--- src/rtl/router_fsm.sv ---
// Packet router control FSM: decodes the header address, sequences
// payload/parity loading and throttles the source around full FIFOs.
module router_fsm (
  input  logic       clk,
  input  logic       resetn,
  input  logic       packet_valid,
  input  logic [1:0] datain,
  input  logic       fifo_full,
  input  logic       fifo_empty_0,
  input  logic       fifo_empty_1,
  input  logic       fifo_empty_2,
  input  logic       soft_reset_0,
  input  logic       soft_reset_1,
  input  logic       soft_reset_2,
  input  logic       parity_done,
  input  logic       low_packet_valid,
  output logic       detect_add,
  output logic       lfd_state,
  output logic       ld_state,
  output logic       laf_state,
  output logic       full_state,
  output logic       rst_int_reg,
  output logic       write_enb_reg,
  output logic       busy
);

  typedef enum logic [2:0] {
    DECODE_ADDRESS     = 3'd0,
    LOAD_FIRST_DATA    = 3'd1,
    LOAD_DATA          = 3'd2,
    FIFO_FULL_STATE    = 3'd3,
    LOAD_AFTER_FULL    = 3'd4,
    LOAD_PARITY        = 3'd5,
    CHECK_PARITY_ERROR = 3'd6,
    WAIT_TILL_EMPTY    = 3'd7
  } state_t;

  state_t     state;
  state_t     next;
  logic [1:0] addr;
  logic       empty_in;
  logic       empty_addr;
  logic       srst;

  // Header address 2'b11 selects no port: never empty, never soft reset.
  always_comb begin
    empty_in = 1'b0;
    case (datain)
      2'd0:    empty_in = fifo_empty_0;
      2'd1:    empty_in = fifo_empty_1;
      2'd2:    empty_in = fifo_empty_2;
      default: empty_in = 1'b0;
    endcase
  end

  always_comb begin
    empty_addr = 1'b0;
    srst       = 1'b0;
    case (addr)
      2'd0: begin
        empty_addr = fifo_empty_0;
        srst       = soft_reset_0;
      end
      2'd1: begin
        empty_addr = fifo_empty_1;
        srst       = soft_reset_1;
      end
      2'd2: begin
        empty_addr = fifo_empty_2;
        srst       = soft_reset_2;
      end
      default: begin
        empty_addr = 1'b0;
        srst       = 1'b0;
      end
    endcase
  end

  always_ff @(posedge clk or negedge resetn) begin
    if (!resetn) begin
      addr <= 2'b00;
    end else if (state == DECODE_ADDRESS && packet_valid) begin
      addr <= datain;
    end
  end

  always_ff @(posedge clk or negedge resetn) begin
    if (!resetn) begin
      state <= DECODE_ADDRESS;
    end else begin
      state <= next;
    end
  end

  always_comb begin
    next = state;
    case (state)
      DECODE_ADDRESS: begin
        if (packet_valid && datain != 2'b11) begin
          next = empty_in ? LOAD_FIRST_DATA : WAIT_TILL_EMPTY;
        end
      end
      LOAD_FIRST_DATA: next = LOAD_DATA;
      LOAD_DATA: begin
        if (fifo_full) begin
          next = FIFO_FULL_STATE;
        end else if (!packet_valid) begin
          next = LOAD_PARITY;
        end
      end
      FIFO_FULL_STATE: begin
        if (!fifo_full) begin
          next = LOAD_AFTER_FULL;
        end
      end
      LOAD_AFTER_FULL: begin
        if (parity_done) begin
          next = DECODE_ADDRESS;
        end else if (low_packet_valid) begin
          next = LOAD_PARITY;
        end else begin
          next = LOAD_DATA;
        end
      end
      LOAD_PARITY: next = CHECK_PARITY_ERROR;
      CHECK_PARITY_ERROR: begin
        next = fifo_full ? FIFO_FULL_STATE : DECODE_ADDRESS;
      end
      WAIT_TILL_EMPTY: begin
        if (empty_addr) begin
          next = LOAD_FIRST_DATA;
        end
      end
      default: next = DECODE_ADDRESS;
    endcase
    if (srst) begin
      next = DECODE_ADDRESS;
    end
  end

  always_comb begin
    detect_add    = 1'b0;
    lfd_state     = 1'b0;
    ld_state      = 1'b0;
    laf_state     = 1'b0;
    full_state    = 1'b0;
    rst_int_reg   = 1'b0;
    write_enb_reg = 1'b0;
    busy          = 1'b1;
    case (state)
      DECODE_ADDRESS: begin
        detect_add = 1'b1;
        busy       = 1'b0;
      end
      LOAD_FIRST_DATA: lfd_state = 1'b1;
      LOAD_DATA: begin
        ld_state      = 1'b1;
        write_enb_reg = 1'b1;
        busy          = 1'b0;
      end
      FIFO_FULL_STATE: full_state = 1'b1;
      LOAD_AFTER_FULL: begin
        laf_state     = 1'b1;
        write_enb_reg = 1'b1;
      end
      LOAD_PARITY:        write_enb_reg = 1'b1;
      CHECK_PARITY_ERROR: rst_int_reg = 1'b1;
      WAIT_TILL_EMPTY:    busy = 1'b1;
      default: begin
        detect_add = 1'b1;
        busy       = 1'b0;
      end
    endcase
  end

endmodule
--- config.mk ---
export PLATFORM = sky130hd
export DESIGN_NAME = router_fsm
export DESIGN_NICKNAME = d
export VERILOG_FILES = /design/src/rtl/router_fsm.sv
export SDC_FILE = /design/constraint.sdc
export NUM_CORES = 1
export LEC_CHECK = 0
export BUFFER_PORTS_ARGS = -buffer_cell sky130_fd_sc_hd__buf_2
export CAP_MARGIN = 10
export CORE_AREA = 2 2 39 41
export DETAILED_ROUTE_END_ITERATION = 12
export DIE_AREA = 0 0 41 43
export GPL_TIMING_DRIVEN = 0
export PLACE_DENSITY = 0.68
export RECOVER_POWER = 50
export REMOVE_ABC_BUFFERS = 1
export SLEW_MARGIN = 20
export SYNTH_ARGS = -nofsm -noshare
export SYNTH_HDL_FRONTEND = slang
export SYNTH_SLANG_ARGS = --single-unit
--- constraint.sdc ---
create_clock -name clk -period 4 [get_ports clk]
set_input_delay 0.4 -clock clk [delete_from_list [all_inputs] [get_ports clk]]
set_output_delay 0.4 -clock clk [all_outputs]
set_load 0.005 [all_outputs]
# Word level (Yosys, flattened, before mapping)
# Cells that the tools add are included.
# totals
ff_bits	5
in_bits	14
word_cells	48
# op_classes
n_eq_ne	16
muxes	22
reduce_logical	8
# op_table
op	n
3-bit 2-to-1 mux	9
3-bit case mux with 8 select lines	1
3-bit == test (second input constant)	4
1-bit case mux with 3 select lines	3
1-bit 2-to-1 mux	8
3-bit by 2-bit == test with 1-bit output (second input constant)	2
3-bit inequality test (second input constant)	2
2-bit by 1-bit == test with 1-bit output (second input constant)	2
2-bit == test (second input constant)	2
2-bit zero test	2
4-bit inequality test (second input constant)	1
4-bit AND reduction	1
3-bit by 1-bit == test with 1-bit output (second input constant)	1
3-bit zero test	1
3-bit by 2-bit inequality test with 1-bit output (second input constant)	1
3-bit OR reduction	1
1-bit logical AND	2
2-bit 2-to-1 mux	1
2-bit inequality test (second input constant)	1
2-bit OR reduction	1

# Longest topological paths before layout
# logic_depth
word_depth	6
mapped_depth	5
ltp_nobuf	4

# Worst setup path after synthesis
# OpenSTA, ideal clock, no wires.
# synth_path
path_type	reg2reg
start	register addr[1]
end	register state[1]
arrival_ns	1.370
t_required_ns	3.896
setup_slack_ns	2.527
path_stages_with_launch	5
n_path_buf	0
period_less_slack_ns	1.473
cell_sequence	dfrtp_1 > mux2_2 > a22oi_4 > o21ai_0 > o41ai_2
# synth_via
elab_chain_len	4
elab_cells_between_ends	11
# synth_rtl
item	line_no	text
from (decl)	40	logic [1:0] addr;
from (signal assigned)	83	addr <= datain;
2-bit == test (tied with other cells)	59	case (addr)
1-bit case mux with 3 select lines	59	
4-bit inequality test (no source line) (tied with other cells)	--	
4-bit AND reduction (no source line)	--	
to (signal assigned)	91	state <= next;
to (decl)	38	state_t state;
# Parallel ways exist; a longest one is shown, timed or not.
# A chain may end at the register's enable or synchronous reset.

# Worst setup path in the final report
# layout_path
start	register state[2]
end	output detect_add
# layout_via
elab_chain_len	2
# layout_rtl
item	line_no	text
3-bit zero test	150	case (state)
1-bit 2-to-1 mux	150	
to (decl)	17	output logic detect_add,
# Every way passes these cells.

==> impl_metrics.yaml <==
power:
  pwr-share-comb: 0.573
  vdd_ir_drop_max_mv: 0.243
  intPower_w: 0.000242
  p_sw_frac: 0.425
  power_leakage_nw: 0.332
  p_clk_frac: 0.134
  power_density_mw_per_mm2: 655
  seq_power_share: 0.293
  switchingPower_w: 0.000179
  power.total_w: 0.000422
grt:
  grt_pass1_vias: 447
  grt_max_degree: 15
  gr-total-overflow: 0
  grt_usage: 0.145
  antenna_found_initial: 0
  grt_pass1_wl_um: 1750
floorplanning:
  io_pins: 22
  rows: 14
  start_util: 0.363
  core-area_mm2: 0.00138
  die_area_mm2: 0.00176
  die_w_um: 41
  fp.dieH_um: 43
worst_hold_path:
  min_path_cells: 2
  hp-class: "in -> reg"
detailed_routing:
  drtAntennaViolNets: 0
  first_iter_violations: 5
  wl_per_cell_um: 11.3
  remaining_drc_errors: 0
  vias_per_cell: 5.14
  drt-total-wl_um: 1080
  vias: 488
  drtPass1Iterations: 4
synthesis:
  synthCells: 56
  syn_area_per_cell_um2: 8.98
  ys_seq_area_frac: 0.249
  synth_top_flop_cell: "dfrtp_1"
  synth_edf_count: 0
  synthesis.area_um2: 503
  async_reset_ff_frac: 1.00
  ys_ff_latch: 5
  yosys_warnings: 0
  yosys.cell_types.count: 32
clock_network:
  cts_tree: "done"
  clk_latency_ns: 0.23
  cts_made_buffers: 3
  cts_buffer_depth: 2
  clockRootBuffer: "clkbuf_4"
  htreeDepth: 1
  path_clk_slew_ns: 0.04
  cts.sinks: 5
timing:
  timing.final.crit_period_ns: 1.78
  fmaxAchievable_mhz: 562
  rsz0062_at_grt: "no"
  worst_pin_slew_ns: 0.377
  setup_violations: 0
  max_slew_margin: 0.749
  period_share: 0.445
  maxSlewViolCount: 0
  final-hold-violation-count: 0
  setup_tns_ns: 0
  finClkSkew_ns: 0.00125
layout:
  final_nets: 94
  layout.cells.non_filler: 95
  layout_common_cells: "buf_2, nand2_1, dfrtp_1, mux2_2"
  multiInputGateArea_um2: 347
  n_antenna_cell: 0
  regArea_um2: 125
  fillCellCount: 146
  area_growth_syn_to_layout_pct: 27.9
  layout_commonest_cell: "buf_2"
  drive_above_1_share: 0.430
place:
  hpwl_um: 829
  place_inst: 90
  gp_congestion: 0.770
  io_buffers: 21
worst_setup_path:
  cp.required_ns: 3.60
  cp_max_fo: 13
  reg2reg_depth: 4
  cp-end-kind: "output pin"
  startpoint_type: "flop"
  arrival_ns: 1.38
  path_class: "reg -> out"
status:
  status: "completed"
job:
  drv_cap: 0
[synthesized netlist by cell type (2+ instances only)]
library cell	n	area, µm²
nand2_1	6	22.5
dfrtp_1	5	125
mux2_2	4	45.0
a21oi_1	3	15.0
inv_1	3	11.3
mux2i_1	3	30.0
clkbuf_1	2	7.51
nand2b_1	2	12.5
nor3b_1	2	15.0
o21a_1	2	15.0
o21ai_0	2	10.0
or3b_2	2	17.5
[cell type report]
class / count / share of cell area
inverters: 3 / 0.0175
flip-flops and latches: 5 / 0.195
multi-input cells: 45 / 0.539
repair buffers: 22 / 0.177
well taps: 16 / 0.0311
clock buffers: 4 / 0.0409
[per-layer routing]
metal / global-route usage / share of wire / vias to the layer above / wire (µm)
met4: 0.0600 / 0 / 0 / 0
met2: 0.253 / 0.50 / 17 / 538
met5: 0 / 0 / - / 0
li1: - / - / 251 / -
met3: 0.0157 / 0.064 / 0 / 69
met1: 0.164 / 0.43 / 220 / 468
[path summary, 6_finish.rpt]
check	slack, ns	startpoint	to
max in group asynchronous	3.25	resetn	state[1]
min in group asynchronous	0.55	resetn	state[0]
max reg2reg	2.29	state[2]	state[1]
max	2.22	state[2]	detect_add
min	0.45	datain[0]	addr[0]
min reg2reg	0.52	addr[0]	addr[0]
[metrics by stage]
stage	hold WS, ns	cell area [µm²]	setup WS [ns]	utilization
global placement	0.216	613	2.37	0.443
finish	0.455	643	2.22	0.465
floorplan	0.104	488	2.52	-
CTS	0.445	649	2.20	0.469
global route	0.457	643	2.10	0.465
detailed placement	0.219	613	2.34	0.443
[state kept, by name, indices dropped and copies added (netlist names)]
signal / cells
state: 3
addr: 2
[power groups by stage]
stage               registers, W  clock network (W)  logic, W
finish                  0.000123          0.0000566  0.000241
floorplan               0.000110                  0  0.000183
detailed placement      0.000125                  0  0.000247
global route            0.000133          0.0000631  0.000267
global placement        0.000124                  0  0.000243
CTS                     0.000125          0.0000587  0.000249
[cells by family (layout without fill, tap and decap cells)]
logic type      count (synthesis)  count (layout)  share of synthesized area
mux                             7               7                      0.149
flops                           5               5                      0.249
compound gates                 16              16                      0.284
buf+inv                         6              29                     0.0522
simple gates                   22              22                      0.266
[worst max-delay path, cell delays in order (launching register included)]
cell	delay [ns]
dfrtp_1	0.51
or3_1	0.45
inv_1	0.08
buf_2	0.11
[timing repair]
action	in CTS	in global routing
hold buffers	1	0
setup buffers	0	0
gates resized for setup	0	0
endpoints found under the hold margin	5	0
No activity file was read; power rests on OpenSTA's default activity.
